==> config.mk <==
export PLATFORM = sky130hd
export DESIGN_NAME = mem_boot_loader_flat
export DESIGN_NICKNAME = d
export VERILOG_FILES = /design/src/rtl/mem_boot_loader_if.sv /design/src/rtl/mem_boot_loader.sv /design/src/flat_wrapper.sv
export SDC_FILE = /design/constraint.sdc
export NUM_CORES = 1
export LEC_CHECK = 0
export ABC_AREA = 0
export ABC_CLOCK_PERIOD_IN_PS = 1670
export BUFFER_PORTS_ARGS = -buffer_cell sky130_fd_sc_hd__buf_2
export CORE_MARGIN = 3
export CORE_UTILIZATION = 45
export DETAILED_ROUTE_END_ITERATION = 16
export HOLD_SLACK_MARGIN = 0.02
export PLACE_DENSITY = 0.78
export SETUP_SLACK_MARGIN = 0.15
export SYNTH_ARGS = -nofsm -noshare
export SYNTH_HDL_FRONTEND = slang
export SYNTH_SLANG_ARGS = --single-unit
==> constraint.sdc <==
create_clock -name clk -period 1.67 [get_ports clk]
set_input_delay 0.0835 -clock clk [delete_from_list [all_inputs] [get_ports clk]]
set_output_delay 0.0835 -clock clk [all_outputs]
set_load 0.05 [all_outputs]
==> src/rtl/mem_boot_loader_if.sv <==
// rtl/mem_boot_loader_if.sv - byte stream handshake carrying the boot frame
interface mem_boot_loader_if;
   logic [7:0] rx_data;
   logic       rx_valid;
   logic       rx_ready;

   modport master (output rx_data, output rx_valid, input rx_ready);
   modport slave  (input rx_data, input rx_valid, output rx_ready);
endinterface

==> src/rtl/mem_boot_loader.sv <==
// rtl/mem_boot_loader.sv - framed program loader that holds the core in reset until a verified image is in memory
module mem_boot_loader #(
   parameter int DEPTH_WORDS = 64
) (
   input  logic                clk,
   input  logic                reset,
   mem_boot_loader_if.slave    rx,
   input  logic                cpu_MemWrite,
   input  logic [31:0]         cpu_Adr,
   input  logic [31:0]         cpu_WriteData,
   output logic                mem_we,
   output logic [31:0]         mem_a,
   output logic [31:0]         mem_wd,
   output logic                cpu_reset,
   output logic                done,
   output logic                err,
   output logic [7:0]          word_count
);

   typedef enum logic [2:0] {
      S_IDLE, S_LOAD, S_WRITE, S_CHECK, S_RUN, S_ERROR
   } state_t;

   localparam logic [7:0] MAX_N = 8'(DEPTH_WORDS);

   state_t     state, state_nxt;
   logic [7:0] n;
   logic [1:0] byte_idx;
   logic [7:0] word_idx;
   logic [7:0] csum;
   logic [31:0] word_buf;
   logic       accept;
   logic       hdr_ok;

   assign rx.rx_ready = (state == S_IDLE) || (state == S_LOAD) || (state == S_CHECK);
   assign accept      = rx.rx_valid && rx.rx_ready;
   assign hdr_ok      = (rx.rx_data != 8'd0) && (rx.rx_data <= MAX_N);
   assign word_count  = word_idx;

   always_comb begin
      state_nxt = state;
      mem_we    = 1'b0;
      mem_a     = 32'd0;
      mem_wd    = 32'd0;
      case (state)
         S_IDLE: begin
            if (accept) state_nxt = hdr_ok ? S_LOAD : S_ERROR;
         end
         S_LOAD: begin
            if (accept && byte_idx == 2'd3) state_nxt = S_WRITE;
         end
         S_WRITE: begin
            mem_we    = 1'b1;
            mem_a     = {22'd0, word_idx, 2'b00};
            mem_wd    = word_buf;
            state_nxt = (word_idx == n - 8'd1) ? S_CHECK : S_LOAD;
         end
         S_CHECK: begin
            if (accept) state_nxt = (rx.rx_data == csum) ? S_RUN : S_ERROR;
         end
         S_RUN: begin
            // The core owns the memory port once the image is verified.
            mem_we = cpu_MemWrite;
            mem_a  = cpu_Adr;
            mem_wd = cpu_WriteData;
         end
         default: state_nxt = S_ERROR;
      endcase
   end

   always_ff @(posedge clk or negedge reset) begin
      if (!reset) begin
         state     <= S_IDLE;
         cpu_reset <= 1'b1;
         done      <= 1'b0;
         err       <= 1'b0;
      end else begin
         state     <= state_nxt;
         cpu_reset <= (state_nxt != S_RUN);
         done      <= (state_nxt == S_RUN);
         err       <= (state_nxt == S_ERROR);
      end
   end

   always_ff @(posedge clk or negedge reset) begin
      if (!reset) begin
         n        <= 8'd0;
         byte_idx <= 2'd0;
         word_idx <= 8'd0;
         csum     <= 8'd0;
         word_buf <= 32'd0;
      end else begin
         case (state)
            S_IDLE: begin
               if (accept && hdr_ok) begin
                  n        <= rx.rx_data;
                  byte_idx <= 2'd0;
                  word_idx <= 8'd0;
                  csum     <= 8'd0;
               end
            end
            S_LOAD: begin
               if (accept) begin
                  // Little-endian: lane 0 holds the first byte of the word.
                  word_buf[{byte_idx, 3'b000} +: 8] <= rx.rx_data;
                  csum     <= csum ^ rx.rx_data;
                  byte_idx <= byte_idx + 2'd1;
               end
            end
            S_WRITE: begin
               word_idx <= word_idx + 8'd1;
            end
            default: ;
         endcase
      end
   end

endmodule

==> src/flat_wrapper.sv <==
// flat-port wrapper written by rule: the top's interface ports become plain ports
module mem_boot_loader_flat 
#(
   parameter int DEPTH_WORDS = 64
)
  (clk, reset, cpu_MemWrite, cpu_Adr, cpu_WriteData, mem_we, mem_a, mem_wd, cpu_reset, done, err, word_count, rx_rx_data, rx_rx_valid, rx_rx_ready);
  mem_boot_loader_if rx_i ();
  input  logic clk;
  input  logic reset;
  input  logic cpu_MemWrite;
  input  logic [31:0] cpu_Adr;
  input  logic [31:0] cpu_WriteData;
  output logic mem_we;
  output logic [31:0] mem_a;
  output logic [31:0] mem_wd;
  output logic cpu_reset;
  output logic done;
  output logic err;
  output logic [7:0] word_count;
  input wire logic [$bits(rx_i.rx_data)-1:0] rx_rx_data;
  input wire logic [$bits(rx_i.rx_valid)-1:0] rx_rx_valid;
  output wire logic [$bits(rx_i.rx_ready)-1:0] rx_rx_ready;
  assign rx_i.rx_data = rx_rx_data;
  assign rx_i.rx_valid = rx_rx_valid;
  assign rx_rx_ready = rx_i.rx_ready;
  mem_boot_loader #(.DEPTH_WORDS(DEPTH_WORDS)) u_core (.clk(clk), .reset(reset), .rx(rx_i), .cpu_MemWrite(cpu_MemWrite), .cpu_Adr(cpu_Adr), .cpu_WriteData(cpu_WriteData), .mem_we(mem_we), .mem_a(mem_a), .mem_wd(mem_wd), .cpu_reset(cpu_reset), .done(done), .err(err), .word_count(word_count));
endmodule
==> run_results.csv <==
group,metric,value,unit
floorplanning,dieArea,9790,sq um
synth,ys_warn_count,0,
clock_tree,cts_tree,"built",
power_and_ir_drop,cellInternalPower,5900,uW
power_and_ir_drop,p_seq_frac,0.254,
setup_path,cp-end-kind,"output port",
power_and_ir_drop,irDropWorstVdd,0.000895,V
hold_path,hold_class,"in -> reg",
global_route,grt_pass1_wl,22600,microns
placed_design,gp_congestion,0.895,
setup_path,cp.required,1.59,ns
synth,postSynthCellCount,431,
floorplanning,ios,153,
setup_path,startpoint_type,"flop",
drt,vias,4725,
layout,seqCellArea,1620,sq um
clock_tree,htree_levels,3,
hold_path,hold_depth,2,
timing,fin_ws,-0.316,ns
floorplanning,die_h,98.9,microns
global_route,antenna_found_initial,0,
drt,initialDrtViolationCount,411,
timing,rsz0062_at_grt,"yes",
timing,max_slew_margin,0.669,
clock_tree,clkSlewWorstSetupHoldPaths,0.08,ns
setup_path,cp.arrival,1.90,ns
synth,async_flop_share,1.00,
timing,finClkSkew,0.0147,ns
global_route,grt-ovfl-total,0,
power_and_ir_drop,p_per_area,1510,nW/um^2
placed_design,post-place-cells,694,
timing,min_period,1.99,ns
status,status,"complete, but fails checks",
synth,ys.flop_type,"dfrtp_1",
clock_tree,clock_path_buffers,2,
clock_tree,cts.sinks,64,
setup_path,reg2regPathDepth,8,
setup_path,crit_type,"reg -> out",
power_and_ir_drop,sw_frac_of_total,0.467,
global_route,grt_pass1_vias,4401,
drt,drc,0,
timing,hold_viol_final,0,
global_route,grt_use_total,0.293,
synth,synth_area,3890,sq um
synth,ys_seq_area_frac,0.412,
floorplanning,core-area,8300,sq um
power_and_ir_drop,p_switching,5170,uW
floorplanning,start_util,0.468,
synth,syn_avg_cell_area,9.02,sq um
synth,synth_edf_count,0,
timing,finalMaxSlewViolations,0,
drt,via_per_inst,6.26,
drt,ant_nets,0,
synth,synth_fp_nets,514,
layout,synthToLayoutAreaGrowth,89.1,%
timing,setup_viol,95,
job,maxCapViolCount,0,
placed_design,dp_hpwl,8310,microns
clock_tree,clk_latency,0.37,ns
clock_tree,cts_made_buffers,9,
drt,wire_per_inst,24.8,microns
status,violations,"setup timing",
layout,final_cells,755,
timing,tightest_slew,0.497,ns
layout,layout-drive-gt1-share,0.662,
layout,nets,728,
synth,ys_ff_latch,64,
layout,diodes,0,
drt,dr.pass1.iters,5,
placed_design,pre_cts_ws,-0.0527,ns
power_and_ir_drop,pwr-share-comb,0.606,
drt,wl,18700,microns
layout,post-route-util,0.885,
power_and_ir_drop,power_leakage,0.00341,uW
setup_path,critPathMaxFanout,7,
floorplanning,fp.dieW,98.9,microns
floorplanning,num_rows,33,
synth,synth_cell_type_count,53,
global_route,grt_start_max_net_pins,45,
placed_design,io_buffers,152,
timing,fin_crit_sh,1.19,
layout,multi_input_area,3030,sq um
clock_tree,cts_root_buffer,"clkbuf_8",
layout,num-fill-cells,307,
power_and_ir_drop,clkPwrFrac,0.141,
timing,fmax,503,MHz
path summary, 6_finish.rpt:
kind                                       from                 end  slack, ns
worst max-delay path            u_core.state[1]          mem_wd[29]      -0.32
worst min-delay path                rx_rx_valid          u_core.err       0.13
worst max register to register  u_core.state[1]         u_core.n[4]      -0.25
worst min register to register   u_core.csum[4]      u_core.csum[4]       0.50
max in group asynchronous                 reset    u_core.cpu_reset       0.76
min in group asynchronous                 reset  u_core.word_buf[2]       0.22
registers in the layout, summed over array words and instances (netlist names):
| signal | flops |
|---|---|
| u_core.done | 1 |
| u_core.cpu_reset | 1 |
| u_core.byte_idx | 2 |
| u_core.csum | 8 |
| u_core.n | 8 |
| u_core.state | 3 |
| u_core.word_count | 8 |
| u_core.err | 1 |
| u_core.word_buf | 32 |
area by class of cell:
type	count	area share
Inverter	10	0.00613
Timing Repair Buffer	233	0.314
Clock inverter	5	0.0109
Tap cell	105	0.0179
Sequential cell	64	0.220
Clock buffer	11	0.0192
Multi-Input combinational cell	327	0.412
cells by family after synthesis:
kind of cell	synth area share
adder cells (fa/ha/maj)	0.0225
AO/OA/AOI/OAI	0.200
buffers and inverters	0.0576
AND/OR/NAND/NOR	0.212
XOR/XNOR	0.0428
flip-flops	0.412
multiplexers	0.0525
cells in the mapped netlist (all sizes together), types with 2 or more instances:
library cell,count,area (sq um)
or2,2,12.5
nor3,4,25.0
nor4,3,33.8
inv,10,37.5
and2,2,12.5
or3,5,31.3
o41ai,2,17.5
nand3,8,45.0
clkbuf,20,78.8
xor2,6,52.6
nand2,95,357
o31ai,3,22.5
buf,13,108
nand4,2,12.5
a22o,38,333
nor2,14,52.6
mux2i,8,80.1
ha,7,87.6
dfrtp,63,1580
and3,26,163
a21oi,5,25.0
o21ai,45,240
nor3b,5,42.5
a21o,4,30.0
xnor2,13,114
mux2,11,124
through the flow:
| stage | TNS, ns | total power [uW] | instance area, sq um | hold WS [ns] |
|---|---|---|---|---|
| floorplan | 0 | 5900 | 4400 | -0.212 |
| global placement | -0.0129 | 6960 | 5420 | 0.0593 |
| detailed placement | -1.23 | 7130 | 5420 | 0.0598 |
| CTS | -12.67 | 9540 | 6600 | 0.115 |
| global route | -24.35 | 11400 | 7350 | 0.120 |
| finish | -19.83 | 11100 | 7350 | 0.128 |
power groups by stage:
stage | registers (uW) | clock network [uW] | logic (uW)
final | 2810 | 1560 | 6710
after global routing | 2840 | 1610 | 6990
after floorplan | 2830 | 0 | 3080
after CTS | 2610 | 1500 | 5430
after detailed placement | 2630 | 0 | 4500
after global placement | 2600 | 0 | 4360
what timing repair did:
item / in CTS / in global routing
gates resized for setup: 188 / 155
pin swaps: 25 / 43
hold buffers: 1 / 0
setup buffers: 14 / 15
endpoints found under the setup margin: 122 / 128
cloned: 7 / 8
endpoints found under the hold margin: 20 / 0
routing by layer:
metal / global-route usage / wire length [microns] / vias up
met5: 0 / 0 / -
met4: 0.136 / 1170 / 0
met3: 0.0573 / 1610 / 118
met2: 0.507 / 9260 / 349
met1: 0.350 / 6680 / 2287
li1: - / - / 1971
cells in the final DEF, fill, tap and decap left out, types with 3 or more instances in the layout:
| cell | n |
|---|---|
| nand2_4 | 12 |
| inv_1 | 3 |
| or3_4 | 3 |
| inv_2 | 5 |
| mux2_2 | 7 |
| nand3_1 | 5 |
| and3_2 | 14 |
| dfrtp_2 | 12 |
| buf_4 | 46 |
| buf_2 | 86 |
| buf_8 | 40 |
| nor2_1 | 9 |
| mux2i_1 | 8 |
| nand2_1 | 61 |
| buf_6 | 40 |
| nor2_4 | 4 |
| ha_1 | 3 |
| o21ai_0 | 6 |
| nand2_8 | 7 |
| a22o_4 | 37 |
| buf_16 | 5 |
| and3_4 | 8 |
| a21oi_1 | 4 |
| nand2_2 | 18 |
| mux2_4 | 4 |
| buf_12 | 8 |
| xnor2_1 | 11 |
| clkbuf_16 | 4 |
| dfrtp_1 | 51 |
| o21ai_2 | 14 |
| xor2_1 | 5 |
| clkbuf_8 | 10 |
| a21o_1 | 4 |
| o21ai_1 | 23 |
| ha_4 | 3 |
| and3_1 | 4 |
worst max-delay path, stage by stage, from the launching register on:
cell and delay (ns):
dfrtp_2 0.46, or2_4 0.27, nor2_4 0.23, buf_12 0.16, buf_16 0.13, a22o_4 0.14, buf_8 0.14
Power figures use the tool's default switching activity.
